File: src/rtl/uart_tx_sequencer.sv
// UART transmit frame sequencer: owns the baud generator enable/divisor and shifts
// start/data/[parity]/stop bits out on txd_out. Define UART_TX_PARITY_EN for parity.
module uart_tx_sequencer #(
  parameter int DIV_WIDTH     = 16,
  parameter int RESET_DIVISOR = 16
) (
  input  logic                 clk_in,
  input  logic                 rstn_in,
  input  logic                 bclk_in,
  output logic                 gen_enable_out,
  output logic [DIV_WIDTH-1:0] gen_divisor_out,
  input  logic                 cfg_div_wr_in,
  input  logic [DIV_WIDTH-1:0] cfg_div_in,
  input  logic [1:0]           cfg_wlen_in,
  input  logic                 cfg_stop2_in,
`ifdef UART_TX_PARITY_EN
  input  logic                 cfg_par_en_in,
  input  logic                 cfg_par_odd_in,
`endif
  output logic                 cfg_err_out,
  input  logic                 tx_valid_in,
  input  logic [7:0]           tx_data_in,
  output logic                 tx_ready_out,
  output logic                 tx_busy_out,
  output logic                 tx_done_out,
  output logic                 txd_out
);

  typedef enum logic [2:0] {IDLE, START, DATA, PARITY, STOP} state_t;

  state_t               state_q, state_d;
  logic                 txd_q, txd_d;
  logic                 en_q, en_d;
  logic [DIV_WIDTH-1:0] div_q, div_d;
  logic                 pend_q, pend_d;
  logic [DIV_WIDTH-1:0] pendVal_q, pendVal_d;
  logic [7:0]           data_q, data_d;
  logic [1:0]           wlen_q, wlen_d;
  logic                 stop2_q, stop2_d;
  logic [2:0]           idx_q, idx_d;
  logic                 stopCnt_q, stopCnt_d;
  logic                 phase_q, phase_d;
  logic                 bclkDly_q;
  logic                 ready_q, ready_d;
  logic                 busy_q, busy_d;
  logic                 done_q, done_d;
  logic                 err_q, err_d;
`ifdef UART_TX_PARITY_EN
  logic                 parEn_q, parEn_d;
  logic                 parBit_q, parBit_d;
`endif

  logic       accept;
  logic       countedEdge;
  logic       boundary;
  logic       divWrOk;
  logic [7:0] dataMask;

  // A bit boundary is every second counted bclk edge, so bclk polarity is irrelevant.
  assign accept      = tx_valid_in && ready_q;
  assign countedEdge = (bclk_in != bclkDly_q) && en_q;
  assign boundary    = countedEdge && phase_q;
  assign divWrOk     = cfg_div_wr_in && (cfg_div_in >= DIV_WIDTH'(2));
  assign dataMask    = 8'hFF >> (2'd3 - cfg_wlen_in);

  always_comb begin
    state_d   = state_q;
    txd_d     = txd_q;
    en_d      = en_q;
    div_d     = div_q;
    pend_d    = pend_q;
    pendVal_d = pendVal_q;
    data_d    = data_q;
    wlen_d    = wlen_q;
    stop2_d   = stop2_q;
    idx_d     = idx_q;
    stopCnt_d = stopCnt_q;
    phase_d   = countedEdge ? ~phase_q : phase_q;
    done_d    = 1'b0;
    err_d     = cfg_div_wr_in && !divWrOk;
`ifdef UART_TX_PARITY_EN
    parEn_d   = parEn_q;
    parBit_d  = parBit_q;
`endif

    // The divisor may only move while the generator is stopped; otherwise park it.
    if (divWrOk) begin
      if (state_q == IDLE && !accept) begin
        div_d  = cfg_div_in;
        pend_d = 1'b0;
      end else begin
        pend_d    = 1'b1;
        pendVal_d = cfg_div_in;
      end
    end else if (state_q == IDLE && pend_q) begin
      div_d  = pendVal_q;
      pend_d = 1'b0;
    end

    case (state_q)
      IDLE: begin
        if (accept) begin
          state_d = START;
          txd_d   = 1'b0;
          en_d    = 1'b1;
          phase_d = 1'b0;
          data_d  = tx_data_in & dataMask;
          wlen_d  = cfg_wlen_in;
          stop2_d = cfg_stop2_in;
`ifdef UART_TX_PARITY_EN
          parEn_d  = cfg_par_en_in;
          parBit_d = (^(tx_data_in & dataMask)) ^ cfg_par_odd_in;
`endif
        end
      end
      START: begin
        if (boundary) begin
          state_d = DATA;
          txd_d   = data_q[0];
          idx_d   = 3'd0;
        end
      end
      DATA: begin
        if (boundary) begin
          if (idx_q == {1'b1, wlen_q}) begin
`ifdef UART_TX_PARITY_EN
            if (parEn_q) begin
              state_d = PARITY;
              txd_d   = parBit_q;
            end else begin
              state_d   = STOP;
              txd_d     = 1'b1;
              stopCnt_d = 1'b0;
            end
`else
            state_d   = STOP;
            txd_d     = 1'b1;
            stopCnt_d = 1'b0;
`endif
          end else begin
            idx_d = idx_q + 3'd1;
            txd_d = data_q[idx_q + 3'd1];
          end
        end
      end
      PARITY: begin
        if (boundary) begin
          state_d   = STOP;
          txd_d     = 1'b1;
          stopCnt_d = 1'b0;
        end
      end
      STOP: begin
        if (boundary) begin
          if (stop2_q && !stopCnt_q) begin
            stopCnt_d = 1'b1;
          end else begin
            state_d = IDLE;
            en_d    = 1'b0;
            done_d  = 1'b1;
            txd_d   = 1'b1;
          end
        end
      end
      default: state_d = IDLE;
    endcase

    ready_d = (state_d == IDLE) && !pend_d;
    busy_d  = (state_d != IDLE);
  end

  always_ff @(posedge clk_in) begin
    if (!rstn_in) begin
      state_q   <= IDLE;
      txd_q     <= 1'b1;
      en_q      <= 1'b0;
      div_q     <= DIV_WIDTH'(RESET_DIVISOR);
      pend_q    <= 1'b0;
      pendVal_q <= '0;
      data_q    <= 8'd0;
      wlen_q    <= 2'd0;
      stop2_q   <= 1'b0;
      idx_q     <= 3'd0;
      stopCnt_q <= 1'b0;
      phase_q   <= 1'b0;
      bclkDly_q <= 1'b1;
      ready_q   <= 1'b1;
      busy_q    <= 1'b0;
      done_q    <= 1'b0;
      err_q     <= 1'b0;
`ifdef UART_TX_PARITY_EN
      parEn_q   <= 1'b0;
      parBit_q  <= 1'b0;
`endif
    end else begin
      state_q   <= state_d;
      txd_q     <= txd_d;
      en_q      <= en_d;
      div_q     <= div_d;
      pend_q    <= pend_d;
      pendVal_q <= pendVal_d;
      data_q    <= data_d;
      wlen_q    <= wlen_d;
      stop2_q   <= stop2_d;
      idx_q     <= idx_d;
      stopCnt_q <= stopCnt_d;
      phase_q   <= phase_d;
      bclkDly_q <= bclk_in;
      ready_q   <= ready_d;
      busy_q    <= busy_d;
      done_q    <= done_d;
      err_q     <= err_d;
`ifdef UART_TX_PARITY_EN
      parEn_q   <= parEn_d;
      parBit_q  <= parBit_d;
`endif
    end
  end

  assign gen_enable_out  = en_q;
  assign gen_divisor_out = div_q;
  assign cfg_err_out     = err_q;
  assign tx_ready_out    = ready_q;
  assign tx_busy_out     = busy_q;
  assign tx_done_out     = done_q;
  assign txd_out         = txd_q;

endmodule

File: config.mk
export PLATFORM = sky130hd
export DESIGN_NAME = uart_tx_sequencer
export DESIGN_NICKNAME = d
export VERILOG_FILES = /design/src/rtl/uart_tx_sequencer.sv
export SDC_FILE = /design/constraint.sdc
export NUM_CORES = 1
export LEC_CHECK = 0
export ABC_AREA = 1
export CAP_MARGIN = 10
export CORE_MARGIN = 3
export CORE_UTILIZATION = 40
export DETAILED_ROUTE_END_ITERATION = 10
export PLACE_DENSITY = 0.65
export SYNTH_ARGS = -nofsm -noshare
export SYNTH_HDL_FRONTEND = slang
export SYNTH_SLANG_ARGS = --single-unit
File: constraint.sdc
create_clock -name clk_in -period 3.25 [get_ports clk_in]
set_input_delay 0.65 -clock clk_in [delete_from_list [all_inputs] [get_ports clk_in]]
set_output_delay 0.65 -clock clk_in [all_outputs]
set_load 0.1 [all_outputs]
=== Word-level counts from Yosys, hierarchy flattened ===
Cells that the tools add are included.

* $add $sub $neg: 2
* $mul: 0
* Div/mod/pow operators: 0
* Magnitude comparators: 2
* Eq/ne operators: 16
* Shift operators: 1
* Multiplexer cells: 42
* Bitwise logic cells: 3
* Reductions and logical operators: 29

{| class="wikitable"
|+ Operators by type and width
! kind !! number
|-
| 16-bit 2-to-1 mux || 3
|-
| 3-bit 2-to-1 mux || 10
|-
| 1-bit 2-to-1 mux || 23
|-
| 2-bit inequality test, second input constant || 9
|-
| 16-bit by 2-bit >= comparator with 1-bit output, second input constant || 1
|-
| 3-bit one-hot mux with 5 select lines || 1
|-
| 1-bit logical AND || 9
|-
| 8-bit AND || 1
|-
| 4-bit AND reduction || 2
|-
| 8-bit by 2-bit >> shifter with 8-bit output, first input constant || 1
|-
| 7-bit AND reduction || 1
|-
| 3-bit by 2-bit equality test with 1-bit output, second input constant || 2
|-
| 3-bit zero test || 2
|-
| 3-bit one-hot mux with 2 select lines || 1
|-
| 2-bit AND reduction || 3
|-
| 6-bit AND reduction || 1
|-
| 2-bit nonzero test || 3
|-
| 3-bit nonzero test || 2
|-
| 1-bit one-hot mux with 5 select lines || 1
|-
| 5-bit nonzero test || 1
|-
| 1-bit zero test || 4
|-
| 3-bit by 4-bit < comparator with 1-bit output, second input constant || 1
|-
| 3-bit by 1-bit adder with 3-bit output, second input constant || 1
|-
| 1-bit binary-select mux with 3-bit select || 1
|-
| other kinds (10) || 11
|}

* Flip-flop bits (word level): 59
* Latch bits: 0
* RAM bits: 0
* Memory bits (read-only): 0
* Input bits: 32
* Output and inout bits: 22
* Word-level logic and storage cells: 112
* Memories: 0

=== Longest topological paths before layout ===
Gate-level depths: netlist of run 1.

* Depth after elaboration: 7
* Depth in mapped cells: 12
* Depth with buffers taken out: 12

=== Least setup slack after synthesis of run 1 ===
OpenSTA, ideal clock, no wires.

* Path kind: register to register
* Start: reg en_q (netlist: gen_enable_out)
* End: reg idx_q[1]
* Setup time: 0.132 ns
* Arrival: 1.909 ns
* Data required time: 3.118 ns
* Setup slack: 1.209 ns
* Stages on the path, launching flop included: 11
* Path buffers: 0
* Period minus slack after synthesis: 2.041 ns
* Cells stage by stage: dfxtp_1 > nand2_1 > nor2_1 > ha_1 > inv_1 > nand4_1 > nand2_1 > inv_1 > nand3_1 > nand2_1 > a21oi_1

* Cells in the longest elaborated chain, start to end: 4
* Elaborated cells between the ends (all ways): 5
* Those cells by class: eq/ne: 2; reduce/logical: 3

{| class="wikitable"
|+ Ends and longest elaborated chain
! what !! line !! RTL
|-
| from (decl) || 33 || <nowiki>logic en_q, en_d;</nowiki>
|-
| from (signal assigned) || 198 || <nowiki>en_q <= en_d;</nowiki>
|-
| 1-bit logical AND (*) || 61 || <nowiki>assign countedEdge = (bclk_in != bclkDly_q) && en_q;</nowiki>
|-
| 1-bit logical AND (*) || 62 || <nowiki>assign boundary = countedEdge && phase_q;</nowiki>
|-
| 2-bit inequality test (no line) || - ||
|-
| 4-bit AND reduction (no line) (*) || - ||
|-
| to (signal assigned) || 205 || <nowiki>idx_q <= idx_d;</nowiki>
|-
| to (decl) || 40 || <nowiki>logic [2:0] idx_q, idx_d;</nowiki>
|}

Mark *: on every way between the ends. The rest lies on a longest branch, timed or not.
A chain may end at the register's enable or synchronous reset.

=== Final worst setup path of run 1 ===
* Start: in cfg_div_in[2]
* End: reg div_q[8] (netlist: gen_divisor_out[8])

* Cells in the longest elaborated chain, start to end: 4
* Elaborated cells between the ends (all ways): 6
* Those cells by class: order compare: 1; eq/ne: 1; mux: 1; reduce/logical: 3

{| class="wikitable"
|+ Ends and longest elaborated chain
! what !! line !! RTL
|-
| from (decl) || 13 || <nowiki>input logic [DIV_WIDTH-1:0] cfg_div_in,</nowiki>
|-
| 16-bit by 2-bit >= comparator with 1-bit output (*) || 63 || <nowiki>assign divWrOk = cfg_div_wr_in && (cfg_div_in >= DIV_WIDTH'(2));</nowiki>
|-
| 1-bit logical AND (*) || 63 ||
|-
| 2-bit by 1-bit inequality test with 1-bit output (no line) / 2-bit nonzero test (equally long branches) || - ||
|-
| 2-bit AND reduction (no line) || - ||
|-
| to (signal assigned) || 177 || <nowiki>div_q <= DIV_WIDTH'(RESET_DIVISOR);</nowiki>
|-
| to (signal assigned) || 199 || <nowiki>div_q <= div_d;</nowiki>
|-
| to (decl) || 34 || <nowiki>logic [DIV_WIDTH-1:0] div_q, div_d;</nowiki>
|}

Marked as above.

==> impl_metrics.ini, run 1 <==
[run_status]
status = finished, final reports clean

[finish]
layout_common_cells = nand2_1, dfxtp_1, nand3_1, nor2_1, inv_1
drive_above_1_share = 0.134
fillers = 738
area_growth_pct = 21.0
regArea_um2 = 1180
final_nets = 539
multiInputGateArea_um2 = 1580
diodes = 0
layout_commonest_cell = nand2_1

[route]
drt_iter0_markers = 175
vias = 2970
finalWirelength_um = 7590
ant_nets = 0
avgRoutedWirePerCell_um = 12.5
vias_per_cell = 4.89
remaining_drc_errors = 0
first_pass_iters = 4

[power_and_ir_drop]
ir_worst_vdd_v = 0.000222
total_power_w = 0.00225
powerDensity_nw_per_um2 = 603
p_leak_nw = 1.73

[clock_network]
hold_buffers = 0
numCtsBuffers = 9
root_buffer = clkbuf_8
post_cts_resized = 0
clk_pin_slew_ps = 60
clockBufferDepth = 2
cts_tree = done
insertion_delay_ps = 340
post_cts_buffers = 0
cts_sinks = 59
cts_max_level = 3

[die]
die_h_um = 93.8
core_area_um2 = 7370
core.rowCount = 31
dieWidth_um = 93.8
start_util = 0.418
io_pins = 54
floorplan.die_area_um2 = 8800

[critical_path]
crit_buf_inv = 1
arrival_ps = 2570
cp_slowest_stage_delay_ps = 480
crit_chain = clkdlybuf4s50_1, nor2_1, nand2_1, nor2_2, nand2_4, nand2_4, nand2_2, nand2_4, nor2_2, nor2_1
startpoint_type = input pin
timing.critical_path.mode_cell = nand2_4
crit_fanout = 36
critPathRequiredTime_ps = 3520
endpoint_kind = flip-flop
crit_family = simple AND/OR/NAND/NOR gates
critical-path-slowest-cell = clkdlybuf4s50_1
r2r_slack_ps = 1280
criticalPathCategory = in -> reg

[grt]
antenna_found_initial = 0
track_usage = 0.179
grt_overflow_total = 0
grt_max_degree = 37
grt_pass1_vias = 2781
grt_pass1_wl_um = 12600

[synthesis]
synth_fa_ha_area_frac = 0.0122
synth_compound_area_frac = 0.0771
synth_xor_area_frac = 0.00284
synth_area_leaders = dfxtp_1, nand2_1, nand3_1, nor2_1, a21oi_1
yosysSeqAreaShare = 0.383
netlist_instances = 459
synth_mux_area_frac = 0
yosysWarnings = 0
ys_ff_latch = 59
yosysUniqueCellTypes = 30
synth_top_family_by_area = simple AND/OR/NAND/NOR gates
yosysTopAreaCell = dfxtp_1
netlist.area_leader.share = 0.383
syn_avg_cell_area_um2 = 6.72
synth_simple_gate_area_frac = 0.420
syn-cell-area_um2 = 3080
postSynthNetCount = 494

[sta]
setup-tns-final_ps = 0
worstMarginPinSlew_ps = 658
final.setup_skew_ps = 7.09
timing.slew.headroom = 0.561
rsz0062_at_grt = false
post-route-period-util = 0.707
hold_viol_final = 0
max_freq_ghz = 0.435
setup_violations = 0
drv_slew = 0
fin_crit_ps = 2300

[placement]
io_buffers = 53
dp_hpwl_um = 5330
place.gp.congestion = 0.815

[min_path]
hp-class = reg -> reg

[flow_run]
maxCapViolations = 0
## sequential cells by signal, summed over array words and instances (netlist names)
register / count
pendVal_q: 16
pend_q: 1
tx_done_out: 1
idx_q: 3
txd_out: 1
tx_busy_out: 1
stop2_q: 1
stopCnt_q: 1
cfg_err_out: 1
state_q: 3
gen_enable_out: 1
phase_q: 1
tx_ready_out: 1
wlen_q: 2
data_q: 8
bclkDly_q: 1
gen_divisor_out: 16
## path summary, 6_finish.rpt
kind,cells past startpoint,startpoint,to
worst min-delay path,2,data_q[4],data_q[4]
worst max-delay path,10,cfg_div_in[2],gen_divisor_out[8]
worst min register to register,2,data_q[4],data_q[4]
worst max register to register,9,state_q[0],tx_busy_out
## report_power, final
part           internal, W  switching, W  leakage, nW
logic             0.000228      0.000594         1.16
clock network     0.000289      0.000276       0.0860
registers         0.000810     0.0000522        0.484
## cells by family (layout without fill, tap and decap cells)
family / Yosys count / count (layout)
and+or+nand+nor: 279 / 279
xor gates and xnor gates: 1 / 1
buffers and inverters: 71 / 120
adders and majority gates: 3 / 3
AOI/OAI and AO/OA: 46 / 46
DFF: 59 / 59
## worst min-delay path, stage by stage (launching register included)
cell	delay [ps]
dfxtp_1	300
inv_1	60
a21oi_1	60
## cells in the mapped netlist (all sizes together)
library cell    n
nor2           61
nand2         140
dfxtp          59
nand3          53
nand4          23
xnor2           1
clkbuf          7
inv            48
o21ai          10
or2             1
o211ai          1
a22oi           1
nor3            1
a21oi          33
ha              3
buf            16
a21boi          1
## layout make-up
cell class,count,area share
multi-input combinational,329,0.423
inverter,48,0.0490
sequential,59,0.317
clock buffer,12,0.0389
tap,99,0.0332
clock inverter,3,0.00402
timing repair buffer,57,0.135
## metrics by stage
| step | instances | hold slack [ps] | area, um2 | util | setup slack (ps) |
|---|---|---|---|---|---|
| 2_1_floorplan | 459 | 429 | 3080 | - | 1210 |
| 3_3_place_gp | 592 | 445 | 3570 | 0.485 | 661 |
| 3_5_place_dp | 592 | 453 | 3570 | 0.485 | 618 |
| 4_1_cts | 607 | 463 | 3730 | 0.506 | 960 |
| 5_1_grt | 607 | 484 | 3730 | 0.506 | 766 |
| 6_report | 607 | 460 | 3730 | 0.506 | 953 |
## metal layers
metal | wire (um) | GRT usage
met3 | 494 | 0.0304
met5 | 0 | 0
met1 | 3580 | 0.248
met4 | 160 | 0.0758
met2 | 3360 | 0.274
Power figures use the tool's default switching activity.
==> run 2: changes to the inputs <==
--- a/config.mk
+++ b/config.mk
@@ -10,7 +10,7 @@
 export CORE_MARGIN = 3
 export CORE_UTILIZATION = 40
 export DETAILED_ROUTE_END_ITERATION = 10
-export PLACE_DENSITY = 0.65
+export PLACE_DENSITY = 0.68
 export SYNTH_ARGS = -nofsm -noshare
 export SYNTH_HDL_FRONTEND = slang
 export SYNTH_SLANG_ARGS = --single-unit
==> constraint.sdc (replaced) <==
create_clock -name clk_in -period 2 [get_ports clk_in]
set_input_delay 0.4 -clock clk_in [delete_from_list [all_inputs] [get_ports clk_in]]
set_output_delay 0.4 -clock clk_in [all_outputs]
set_load 0.1 [all_outputs]
==> impl_metrics.ini, run 2 (synthesized netlist as in run 1, its figures left out) <==
[route]
vias_per_cell = 4.90
remaining_drc_errors = 0
avgRoutedWirePerCell_um = 12.0
vias = 3055
finalWirelength_um = 7490
ant_nets = 0
first_pass_iters = 4
drt_iter0_markers = 237

[die]
core.rowCount = 31
dieWidth_um = 93.8
die_h_um = 93.8
core_area_um2 = 7370
io_pins = 54
start_util = 0.418
floorplan.die_area_um2 = 8800

[critical_path]
endpoint_kind = flip-flop
criticalPathCategory = in -> reg
crit_chain = clkdlybuf4s50_1, nand2_1, nand2_1, nor2_1, ha_1, inv_1, nand4_1, nand2_1, inv_1, nand3_1, nand2_1, a21oi_1
timing.critical_path.mode_cell = nand2_1
arrival_ps = 1950
critPathRequiredTime_ps = 2210
crit_family = buffers and inverters
critical-path-slowest-cell = clkdlybuf4s50_1
crit_buf_inv = 3
startpoint_type = input pin
cp_slowest_stage_delay_ps = 430
crit_fanout = 5

[clock_network]
clk_pin_slew_ps = 70
clockBufferDepth = 2
cts_max_level = 3
insertion_delay_ps = 340
post_cts_buffers = 0
cts_tree = done
post_cts_resized = 0
numCtsBuffers = 9
hold_buffers = 0
root_buffer = clkbuf_8
cts_sinks = 59

[sta]
setup-tns-final_ps = 0
max_freq_ghz = 0.572
drv_slew = 0
hold_viol_final = 0
setup_violations = 0
worstMarginPinSlew_ps = 459
final.setup_skew_ps = 6.77
fin_crit_ps = 1750
post-route-period-util = 0.874
holdWs_ps = 455
rsz0062_at_grt = false
timing.slew.headroom = 0.693

[grt]
grt_use_met2 = 0.280
grt_pass1_wl_um = 12600
grt_max_degree = 28
grt_pass1_vias = 2759
use_met1 = 0.239
grt_overflow_total = 0
track_usage = 0.179
top_usage_layer = met2
use_met3 = 0.0385
antenna_found_initial = 0

[finish]
multiInputGateArea_um2 = 1580
drive_above_1_share = 0.164
fillers = 727
layout_commonest_cell = nand2_1
diodes = 0
area_growth_pct = 26.2
layout_common_cells = nand2_1, dfxtp_1, nand3_1, nor2_1, inv_1
final_nets = 554
regArea_um2 = 1180
stdcell_area_um2 = 3890

[run_status]
status = finished, final reports clean

[placement]
place.gp.congestion = 0.959
dpl_cell_area_um2 = 3700
dp_hpwl_um = 5300
io_buffers = 53

[power_and_ir_drop]
p_leak_nw = 1.81
ir_worst_vdd_v = 0.000351
powerDensity_nw_per_um2 = 994

[flow_run]
maxCapViolations = 0

[min_path]
hp-class = reg -> reg
-- run 2: cell types whose count changed in the layout (fill, tap and decap cells not counted), sizes merged --
cell      change
bufinv        +1
clkinvlp      +1
clkbuf        -1
buf          +15
-- run 2: area by class of cell --
class	instances	share of cell area
clock inverter	5	0.0135
inverter	48	0.0469
sequential	59	0.304
multi-input combinational	329	0.405
clock buffer	11	0.0363
tap	99	0.0318
timing repair buffer	72	0.162
-- run 2: through the flow --
stage / util / worst slack, ps / power (W) / std cells
floorplan: - / 63.1 / 0.00249 / 459
global placement: 0.502 / 13.7 / 0.00280 / 607
detailed placement: 0.502 / -79.5 / 0.00281 / 607
CTS: 0.528 / 272 / 0.00390 / 623
global route: 0.528 / 21.4 / 0.00409 / 623
finish: 0.528 / 252 / 0.00387 / 623
-- run 2: path summary, 6_finish.rpt --
path / start / end / slack, ps / depth (start not counted)
min: data_q[2] / data_q[2] / 460 / 2
max reg2reg: state_q[0] / data_q[5] / 420 / 8
min reg2reg: data_q[2] / data_q[2] / 460 / 2
max: bclk_in / idx_q[1] / 250 / 12
-- run 2: where the power goes --
part / switching [W] / total (W) / leakage, nW / internal (W)
registers: 0.0000827 / 0.00140 / 0.484 / 0.00132
clock network: 0.000482 / 0.00109 / 0.0991 / 0.000603
logic: 0.000968 / 0.00138 / 1.23 / 0.000413
-- run 2: worst register-to-register path, stage by stage, from the launching register on --
cell and delay, ps:
dfxtp_1 600, nor2_4 90, nand2_4 120, inv_2 40, nand2_1 120, buf_4 220
inv_2 80, o21ai_0 150, nor2_1 50
-- run 2: metal layers --
metal,vias up,routed length (um)
met1,1375,3610
met3,8,390
met4,0,80
met5,-,0
li1,1591,-
met2,81,3410
==> run 3: changes to the inputs <==
--- a/config.mk
+++ b/config.mk
@@ -7,10 +7,12 @@
 export LEC_CHECK = 0
 export ABC_AREA = 1
 export CAP_MARGIN = 10
+export CORE_ASPECT_RATIO = 1.5
 export CORE_MARGIN = 3
 export CORE_UTILIZATION = 40
 export DETAILED_ROUTE_END_ITERATION = 10
 export PLACE_DENSITY = 0.68
+export SKIP_CTS_REPAIR_TIMING = 1
 export SYNTH_ARGS = -nofsm -noshare
 export SYNTH_HDL_FRONTEND = slang
 export SYNTH_SLANG_ARGS = --single-unit
==> impl_metrics.ini, run 3 (synthesized netlist as in run 1, its figures left out) <==
[placement]
dp_hpwl_um = 5790
place_inst = 611
place.gp.congestion = 0.879
io_buffers = 53

[route]
remaining_drc_errors = 0
vias_per_cell = 4.85
first_pass_iters = 5
finalWirelength_um = 7550
drt_iter0_markers = 174
avgRoutedWirePerCell_um = 12.0
vias = 3039
ant_nets = 0

[critical_path]
endpoint_kind = flip-flop
critPathRequiredTime_ps = 2280
crit_family = simple AND/OR/NAND/NOR gates
arrival_ps = 2030
crit_chain = clkdlybuf4s50_1, nor2_1, nor2_2, ha_2, nand2_1, a22oi_1, nand2_1, nor2_1, nand2_1, nand2_1
criticalPathCategory = in -> reg
critical-path-slowest-cell = clkdlybuf4s50_1
cp_slowest_stage_delay_ps = 500
timing.critical_path.mode_cell = nand2_1
startpoint_type = input pin
crit_buf_inv = 1
rr_endpoint = tx_ready_out
rr_worst_depth = 9
r2r_slack_ps = 440
crit_fanout = 4
r2r_start = idx_q[0]

[grt]
grt_overflow_total = 0
grt_pass1_vias = 2896
track_usage = 0.178
grt_pass1_wl_um = 12700
antenna_found_initial = 0
grt_max_degree = 23

[sta]
rsz0062_at_grt = false
worstMarginPinSlew_ps = 458
fin_crit_ps = 1740
timing.slew.headroom = 0.692
hold_viol_final = 0
drv_slew = 0
post-route-period-util = 0.871
setup_violations = 0
max_freq_ghz = 0.574
setup-tns-final_ps = 0
final.setup_skew_ps = 8.50

[clock_network]
cts_sinks = 59
cts_tree = done
clk_pin_slew_ps = 70
numCtsBuffers = 9
root_buffer = clkbuf_8
insertion_delay_ps = 340
clockBufferDepth = 2
cts_max_level = 3

[finish]
instances_no_fill = 627
final_nets = 557
area_growth_pct = 26.7
diodes = 0
fillers = 742
drive_above_1_share = 0.173
layout_common_cells = nand2_1, dfxtp_1, nand3_1, nor2_1, buf_4
fin_util = 0.530
layout_commonest_cell = nand2_1

[power_and_ir_drop]
p_leak_nw = 1.82
powerDensity_nw_per_um2 = 987
ir_worst_vdd_v = 0.000452

[die]
die_h_um = 114
core.rowCount = 38
core_area_um2 = 7370
start_util = 0.418
dieWidth_um = 77.7
io_pins = 54
floorplan.die_area_um2 = 8820

[run_status]
status = finished, final reports clean

[min_path]
min_from = data_q[1]
worstHoldPathCells = 2
hp-class = reg -> reg
hold_end = data_q[1]

[flow_run]
maxCapViolations = 0
==> run 3: final cells by class <==
class	count	area [um2]	share of cell area
Tap cell	100	125	0.0320
Inverter	48	183	0.0468
Clock inverter	6	65.1	0.0167
Multi-Input combinational cell	329	1580	0.405
Sequential cell	59	1180	0.303
Clock buffer	10	128	0.0327
Timing Repair Buffer	75	641	0.164
==> run 3: worst max path at each step <==
stage	endpoint	slack (ps)	cells after the start	from
finish	tx_ready_out	260	10	bclk_in
global placement	idx_q[1]	-90	12	bclk_in
global route	idx_q[1]	50	12	bclk_in
detailed placement	idx_q[1]	-170	11	bclk_in
CTS	idx_q[1]	170	11	bclk_in
floorplan	gen_divisor_out[10]	60	9	tx_ready_out
==> run 3: stage by stage <==
stage / hold WS, ps / power, W / area, um2 / setup slack (ps)
3_3_place_gp: 440 / 0.00281 / 3710 / -85.3
5_1_grt: 484 / 0.00408 / 3910 / 52.8
4_1_cts: 459 / 0.00390 / 3900 / 173
3_5_place_dp: 448 / 0.00281 / 3710 / -165
6_report: 455 / 0.00386 / 3910 / 258
2_1_floorplan: 429 / 0.00249 / 3080 / 63.1
==> run 3: layer usage <==
metal  vias up  wire (um)  global-route usage
met5         -          0                   0
met4         0        261              0.0962
met3        17        308              0.0395
met2        79       3980               0.331
met1      1353       3010               0.181
li1       1590          -                   -
==> run 3: worst reg2reg max path: cells and delay by family, from the launching register on <==
family / cells / cell delay (ps)
buffers and inverters: 1 / 170
flip-flops: 1 / 510
AND/OR/NAND/NOR: 8 / 760
==> run 3: report_power, final <==
| group | internal [W] | switching [W] |
|---|---|---|
| logic | 0.000417 | 0.000968 |
| clock network | 0.000577 | 0.000497 |
| registers | 0.00132 | 0.0000784 |
| total | 0.00231 | 0.00154 |
